==> src/rtl/sqrt_iter_ctrl.sv <==
// Restoring digit-by-digit integer square root; one trial subtraction per cycle
// through an external combinational adder.
module sqrt_iter_ctrl #(
  parameter int WIDTH = 16
) (
  input  logic                 clk_i,
  input  logic                 rst_i,
  input  logic                 start_i,
  input  logic [WIDTH-1:0]     radicand_i,
  output logic [WIDTH-1:0]     add_a_o,
  output logic [WIDTH-1:0]     add_b_o,
  output logic                 add_ci_o,
  input  logic [WIDTH-1:0]     add_s_i,
  input  logic                 add_co_i,
  output logic                 busy_o,
  output logic                 done_o,
  output logic [WIDTH/2-1:0]   root_o,
  output logic [WIDTH/2:0]     rem_o
);

  localparam int RW = WIDTH / 2;
  localparam int CW = $clog2(RW) + 1;

  typedef enum logic [1:0] {IDLE, ITER, DONE} state_t;

  state_t            r_state, w_state_nx;
  logic [WIDTH-1:0]  r_rem, w_rem_nx;
  logic [WIDTH-1:0]  r_x, w_x_nx;
  logic [RW-1:0]     r_root, w_root_nx;
  logic [CW-1:0]     r_cnt, w_cnt_nx;
  logic              r_busy, w_busy_nx;
  logic              r_done, w_done_nx;
  logic [RW-1:0]     r_root_o, w_root_o_nx;
  logic [RW:0]       r_rem_o, w_rem_o_nx;

  logic [WIDTH-1:0]  w_rem_sh;
  logic [WIDTH-1:0]  w_trial;

  // Adder drive is purely from registers so it is stable in every state.
  always_comb begin
    w_rem_sh = {r_rem[WIDTH-3:0], r_x[WIDTH-1:WIDTH-2]};
    w_trial  = WIDTH'({r_root, 2'b01});
    add_a_o  = w_rem_sh;
    add_b_o  = ~w_trial;
    add_ci_o = 1'b1;
  end

  always_comb begin
    w_state_nx  = r_state;
    w_rem_nx    = r_rem;
    w_x_nx      = r_x;
    w_root_nx   = r_root;
    w_cnt_nx    = r_cnt;
    w_busy_nx   = r_busy;
    w_done_nx   = 1'b0;
    w_root_o_nx = r_root_o;
    w_rem_o_nx  = r_rem_o;
    case (r_state)
      IDLE, DONE: begin
        w_state_nx = IDLE;
        if (start_i) begin
          w_x_nx     = radicand_i;
          w_rem_nx   = '0;
          w_root_nx  = '0;
          w_cnt_nx   = CW'(RW - 1);
          w_busy_nx  = 1'b1;
          w_state_nx = ITER;
        end
      end
      ITER: begin
        // Carry-out high means no borrow: the trial fits, so keep the difference.
        if (add_co_i) begin
          w_rem_nx  = add_s_i;
          w_root_nx = {r_root[RW-2:0], 1'b1};
        end else begin
          w_rem_nx  = w_rem_sh;
          w_root_nx = {r_root[RW-2:0], 1'b0};
        end
        w_x_nx   = r_x << 2;
        w_cnt_nx = r_cnt - CW'(1);
        if (r_cnt == '0) begin
          w_state_nx  = DONE;
          w_busy_nx   = 1'b0;
          w_done_nx   = 1'b1;
          w_root_o_nx = w_root_nx;
          w_rem_o_nx  = w_rem_nx[RW:0];
        end
      end
      default: begin
        w_state_nx = IDLE;
        w_busy_nx  = 1'b0;
      end
    endcase
  end

  always_ff @(posedge clk_i or posedge rst_i) begin
    if (rst_i) begin
      r_state  <= IDLE;
      r_rem    <= '0;
      r_x      <= '0;
      r_root   <= '0;
      r_cnt    <= '0;
      r_busy   <= 1'b0;
      r_done   <= 1'b0;
      r_root_o <= '0;
      r_rem_o  <= '0;
    end else begin
      r_state  <= w_state_nx;
      r_rem    <= w_rem_nx;
      r_x      <= w_x_nx;
      r_root   <= w_root_nx;
      r_cnt    <= w_cnt_nx;
      r_busy   <= w_busy_nx;
      r_done   <= w_done_nx;
      r_root_o <= w_root_o_nx;
      r_rem_o  <= w_rem_o_nx;
    end
  end

  assign busy_o = r_busy;
  assign done_o = r_done;
  assign root_o = r_root_o;
  assign rem_o  = r_rem_o;

endmodule

==> config.mk <==
export PLATFORM = sky130hd
export DESIGN_NAME = sqrt_iter_ctrl
export DESIGN_NICKNAME = d
export VERILOG_FILES = /design/src/rtl/sqrt_iter_ctrl.sv
export SDC_FILE = /design/constraint.sdc
export NUM_CORES = 1
export LEC_CHECK = 0
export CAP_MARGIN = 20
export CORE_MARGIN = 2
export CORE_UTILIZATION = 43
export CTS_CLUSTER_DIAMETER = 60
export CTS_CLUSTER_SIZE = 30
export DETAILED_ROUTE_END_ITERATION = 10
export GPL_TIMING_DRIVEN = 0
export PLACE_DENSITY_LB_ADDON = 0.15
export SYNTH_ARGS = -nofsm -noshare
export SYNTH_HDL_FRONTEND = slang
export SYNTH_SLANG_ARGS = --single-unit
==> constraint.sdc <==
create_clock -name clk_i -period 3.9 [get_ports clk_i]
set_clock_uncertainty 0.2 [all_clocks]
set_input_delay 1.17 -clock clk_i [delete_from_list [all_inputs] [get_ports clk_i]]
set_output_delay 1.17 -clock clk_i [all_outputs]
set_load 0.02 [all_outputs]
* Yosys cells after proc, flatten, opt, wreduce, memory -nomap -nowiden
Index checks and enable logic that the tools add are counted. W data, S select, Z words.
Storage, ports and cells: register bits 63, input port bits 36, output and inout port bits 52, logic and storage cells 40
Operators by class: $add $sub $neg 1, eq/ne operators 4, muxes and demuxes 18, bitwise operators 1, reduce and logical (&&, ||, !) cells 7
Operator list (number):
- $pmux W16 S2 | 1
- $mux W14 | 2
- $pmux W14 S2 | 1
- $mux W16 | 1
- $not A10 Y16 | 1
- $pmux W8 S2 | 1
- $mux W8 | 1
- $pmux W4 S2 | 1
- $mux W1 | 6
- $reduce_and A2 Y1 | 3
- $logic_not A4 Y1 | 1
- $mux W4 | 1
- $ne A2 B2 Y1 const B | 2
- $pmux W2 S2 | 1
- $sub A4 B1 Y4 const B | 1
- $eq A2 B1 Y1 const B | 1
- $eq A2 B2 Y1 const B | 1
- $logic_not A2 Y1 | 1
- $mux W2 | 1
- $pmux W1 S2 | 1
- $reduce_bool A2 Y1 | 1
- $reduce_or A2 Y1 | 1

* Logic depth before layout (Yosys ltp)
depth after elaboration 4, gate-level depth with buffers 6, gate-level depth less buffers 6

* Worst setup path after synthesis
OpenSTA, ideal clock, no wires.
kind input to register, start input add_co_i, end register r_rem_o[0], in the netlist rem_o[0], library setup time 0.127 ns, arrival 1.923 ns, data required time 3.573 ns, path slack 1.650 ns, stages 3, path buffers 1, cells stage by stage buf_4 > mux2_2 > mux2_1
On the way: word-level cells in the longest chain between the ends 1
RTL lines:
- start, declared | line 14 | input logic add_co_i,
- $mux W14 | line 72 | if (add_co_i) begin
- end signal, assigned | line 116 | r_rem_o <= w_rem_o_nx;
- end, declared | line 34 | logic [RW:0] r_rem_o, w_rem_o_nx;
No other way between the ends. A chain may end at the register's enable or synchronous reset.

* Worst setup path in the final report
start register r_x[15], end output add_a_o[1]
RTL lines:
- start, declared | line 28 | logic [WIDTH-1:0] r_x, w_x_nx;
- start signal, assigned | line 110 | r_x <= w_x_nx;
- end, declared | line 10 | output logic [WIDTH-1:0] add_a_o,
No word-level cell between the ends.

==> results.py <==
metrics = {
    "yosys": {
        "ys_types": 33,
        "netlist_area_um2": 2770,
        "synth_cells": 242,
        "synth_seq_area_share_pct": 56.9,
        "synth.avg_cell_area_um2": 11.5,
        "yosys_warnings": 0,
        "ys_ff_latch": 63,
    },
    "clocking": {
        "cts_hold_buf": 0,
        "cts_sinks": 63,
        "clk_pin_slew_ns": 0.07,
        "post_cts_buffers": 0,
        "cts_tree": "done",
        "cts_buffer_depth": 2,
        "clock_insertion_delay_worst_skew_ns": 0.33,
        "ctsResizeCount": 0,
        "numCtsBuffers": 9,
        "htreeDepth": 3,
        "clock-root-buffer": "clkbuf_8",
    },
    "layout": {
        "final_cell_mix": "75 x clkdlybuf4s50_1, 63 x dfrtp_1, 24 x o21ai_1, 17 x nand2_1",
        "drive_gt1_share_pct": 16.1,
        "utilization_pct": 61.5,
        "antennaDiodeCount": 0,
        "areaGrowthSynthToFinish_pct": 39.2,
        "fillCellCount": 552,
        "fin_nets": 373,
        "final_common_cell": "clkdlybuf4s50_1",
    },
    "critical_path": {
        "crit_chain": "buf_4 > clkdlybuf4s50_1",
        "path_buf_inv": 2,
        "slowest_stage": "clkdlybuf4s50_1",
        "crit_path_start_kind": "flip-flop",
        "crit_family": "buffers and inverters",
        "crit_type": "flip-flop to output port",
        "endpoint_kind": "output port",
        "max_stage_delay_ns": 0.61,
        "critPathMaxFanout": 3,
        "rrSetupSlack_ns": 1.99,
        "arrival_ns": 1.43,
        "worstPathRequired_ns": 2.53,
    },
    "sta": {
        "setup-violations-final": 0,
        "slew_viol_final": 0,
        "post-route-min-period_ns": 2.80,
        "worst_slew_pin_slew_ns": 0.592,
        "slew_headroom_pct": 60.4,
        "fin_setup_tns_ns": 0,
        "finalHoldViolCount": 0,
        "timing.fmax_ghz": 0.357,
        "period_share_pct": 71.8,
        "rsz0062_at_grt": "no",
    },
    "drt": {
        "postRouteAntennaNets": 0,
        "first_pass_iters": 4,
        "via_per_inst": 5.12,
        "routed_wirelength_um": 6440,
        "vias": 2141,
        "drc": 0,
        "drt_iter0_markers": 90,
        "routedWlPerCell_um": 15.4,
    },
    "global_routing": {
        "grt_pass1_vias": 2181,
        "grt_pass1_wl_um": 10800,
        "grt_usage_pct": 19.6,
        "antenna_found_initial": 0,
        "grt_max_degree": 38,
        "overflow": 0,
    },
    "run_status": {
        "status": "completed",
    },
    "placement": {
        "hpwlAfterDp_um": 4480,
        "portBuffers": 75,
        "routabilityCongestion": 0.761,
    },
    "floorplanning": {
        "fp-row-count": 29,
        "core_area_um2": 6280,
        "io-pin-count": 88,
        "die_area_um2": 7100,
        "fp.dieW_um": 84.3,
        "start_util_pct": 44.1,
        "die_height_um": 84.3,
    },
    "run": {
        "cap_viol_max_count": 0,
    },
    "pwr": {
        "ir_drop_v": 0.000372,
        "power_density_nw_per_um2": 835,
        "finalPower_uw": 3220,
        "power.leakage_uw": 0.00176,
    },
    "worst_hold_path": {
        "hold_class": "flip-flop to flip-flop",
    },
}
-- synth_stat cells --
library cell,count,area [µm²]
mux2i_1,14,140
a21oi_1,1,5.00
buf_2,9,45.0
nand3_1,14,70.1
and3_2,1,7.51
nor3b_2,1,12.5
or3b_4,1,11.3
mux2_2,1,11.3
o211ai_1,1,7.51
buf_4,14,105
mux2_1,2,22.5
o2bb2ai_1,13,114
dfrtp_1,63,1580
buf_1,1,3.75
o32ai_1,1,8.76
nand2b_1,2,12.5
a22oi_1,14,105
a22o_1,11,96.3
nor2b_1,2,12.5
conb_1,2,7.51
ha_1,1,12.5
nor2_1,1,3.75
o21ai_2,1,8.76
inv_2,1,3.75
xnor2_1,1,8.76
nand2_1,17,63.8
o21ai_0,7,35.0
nand2_4,1,11.3
o21ai_1,24,120
inv_1,13,48.8
buf_6,5,56.3
nor4_2,1,12.5
nor2_4,1,11.3
-- state kept, by name, summed over array words and instances, names as in the netlist --
register,cells
r_rem,14
r_x,16
done_o,1
r_root,8
r_state,2
r_cnt,4
rem_o,9
root_o,8
busy_o,1
-- logic make-up (layout without fill, tap and decap cells) --
family,count (synthesis),count (layout),share of synthesized area (%)
AO/OA/AOI/OAI,73,73,18.1
flip-flops,63,63,56.9
buffers and inverters,43,135,9.48
AND/OR/NAND/NOR,42,42,8.26
multiplexers,17,17,6.28
other,2,9,0.271
adder cells (fa/ha/maj),1,1,0.451
XOR/XNOR,1,1,0.316
-- worst reg2reg max path, stage by stage (launching register included) --
cell and delay, ns:
dfrtp_1 0.41, inv_1 0.07, ha_1 0.19, nor3b_2 0.35, nand2_4 0.15, inv_2 0.10, mux2_1 0.31
-- through the flow --
stage          hold slack (ns)  setup WS [ns]  instance area (µm²)  std cells
2_1_floorplan            0.263          0.960                 2800        249
3_3_place_gp             0.275         -0.181                 3640        401
3_5_place_dp             0.273           1.09                 3660        402
4_1_cts                  0.297           1.08                 3860        418
5_1_grt                  0.317           1.04                 3860        418
6_report                 0.294           1.10                 3860        418
-- power breakdown --
part	internal [µW]	leakage (µW)	switching (µW)
registers	951	0.000781	196
clock network	297	0.000105	241
logic	728	0.000879	810
-- per-layer routing --
layer | global-route usage [%] | up-vias | part of all wire (%)
met5 | 0 | - | 0
met4 | 9.68 | 0 | 1.4
met3 | 4.03 | 9 | 4.7
met2 | 28.9 | 58 | 46
met1 | 27.6 | 1046 | 48
li1 | - | 1028 | -
-- area by class of cell --
class | count | area (µm²) | share of cell area (%)
plain buffers | 29 | 210 | 5.45
clock buffers | 13 | 179 | 4.64
clock inverters | 3 | 15.0 | 0.389
inverters | 14 | 52.6 | 1.36
multi-input cells | 143 | 958 | 24.8
flip-flops and latches | 63 | 1580 | 40.9
well taps | 77 | 96.3 | 2.50
repair buffers | 76 | 771 | 20.0
-- worst paths after layout --
path	startpoint	depth (start not counted)	endpoint
worst min register to register	r_rem[13]	1	r_rem[13]
worst max-delay path	r_x[15]	2	add_a_o[1]
worst max register to register	r_cnt[0]	6	root_o[0]
worst min-delay path	r_rem[13]	1	r_rem[13]
min in group asynchronous	rst_i	2	r_rem[10]
max in group asynchronous	rst_i	3	rem_o[8]
No activity file was read; power rests on OpenSTA's default activity.
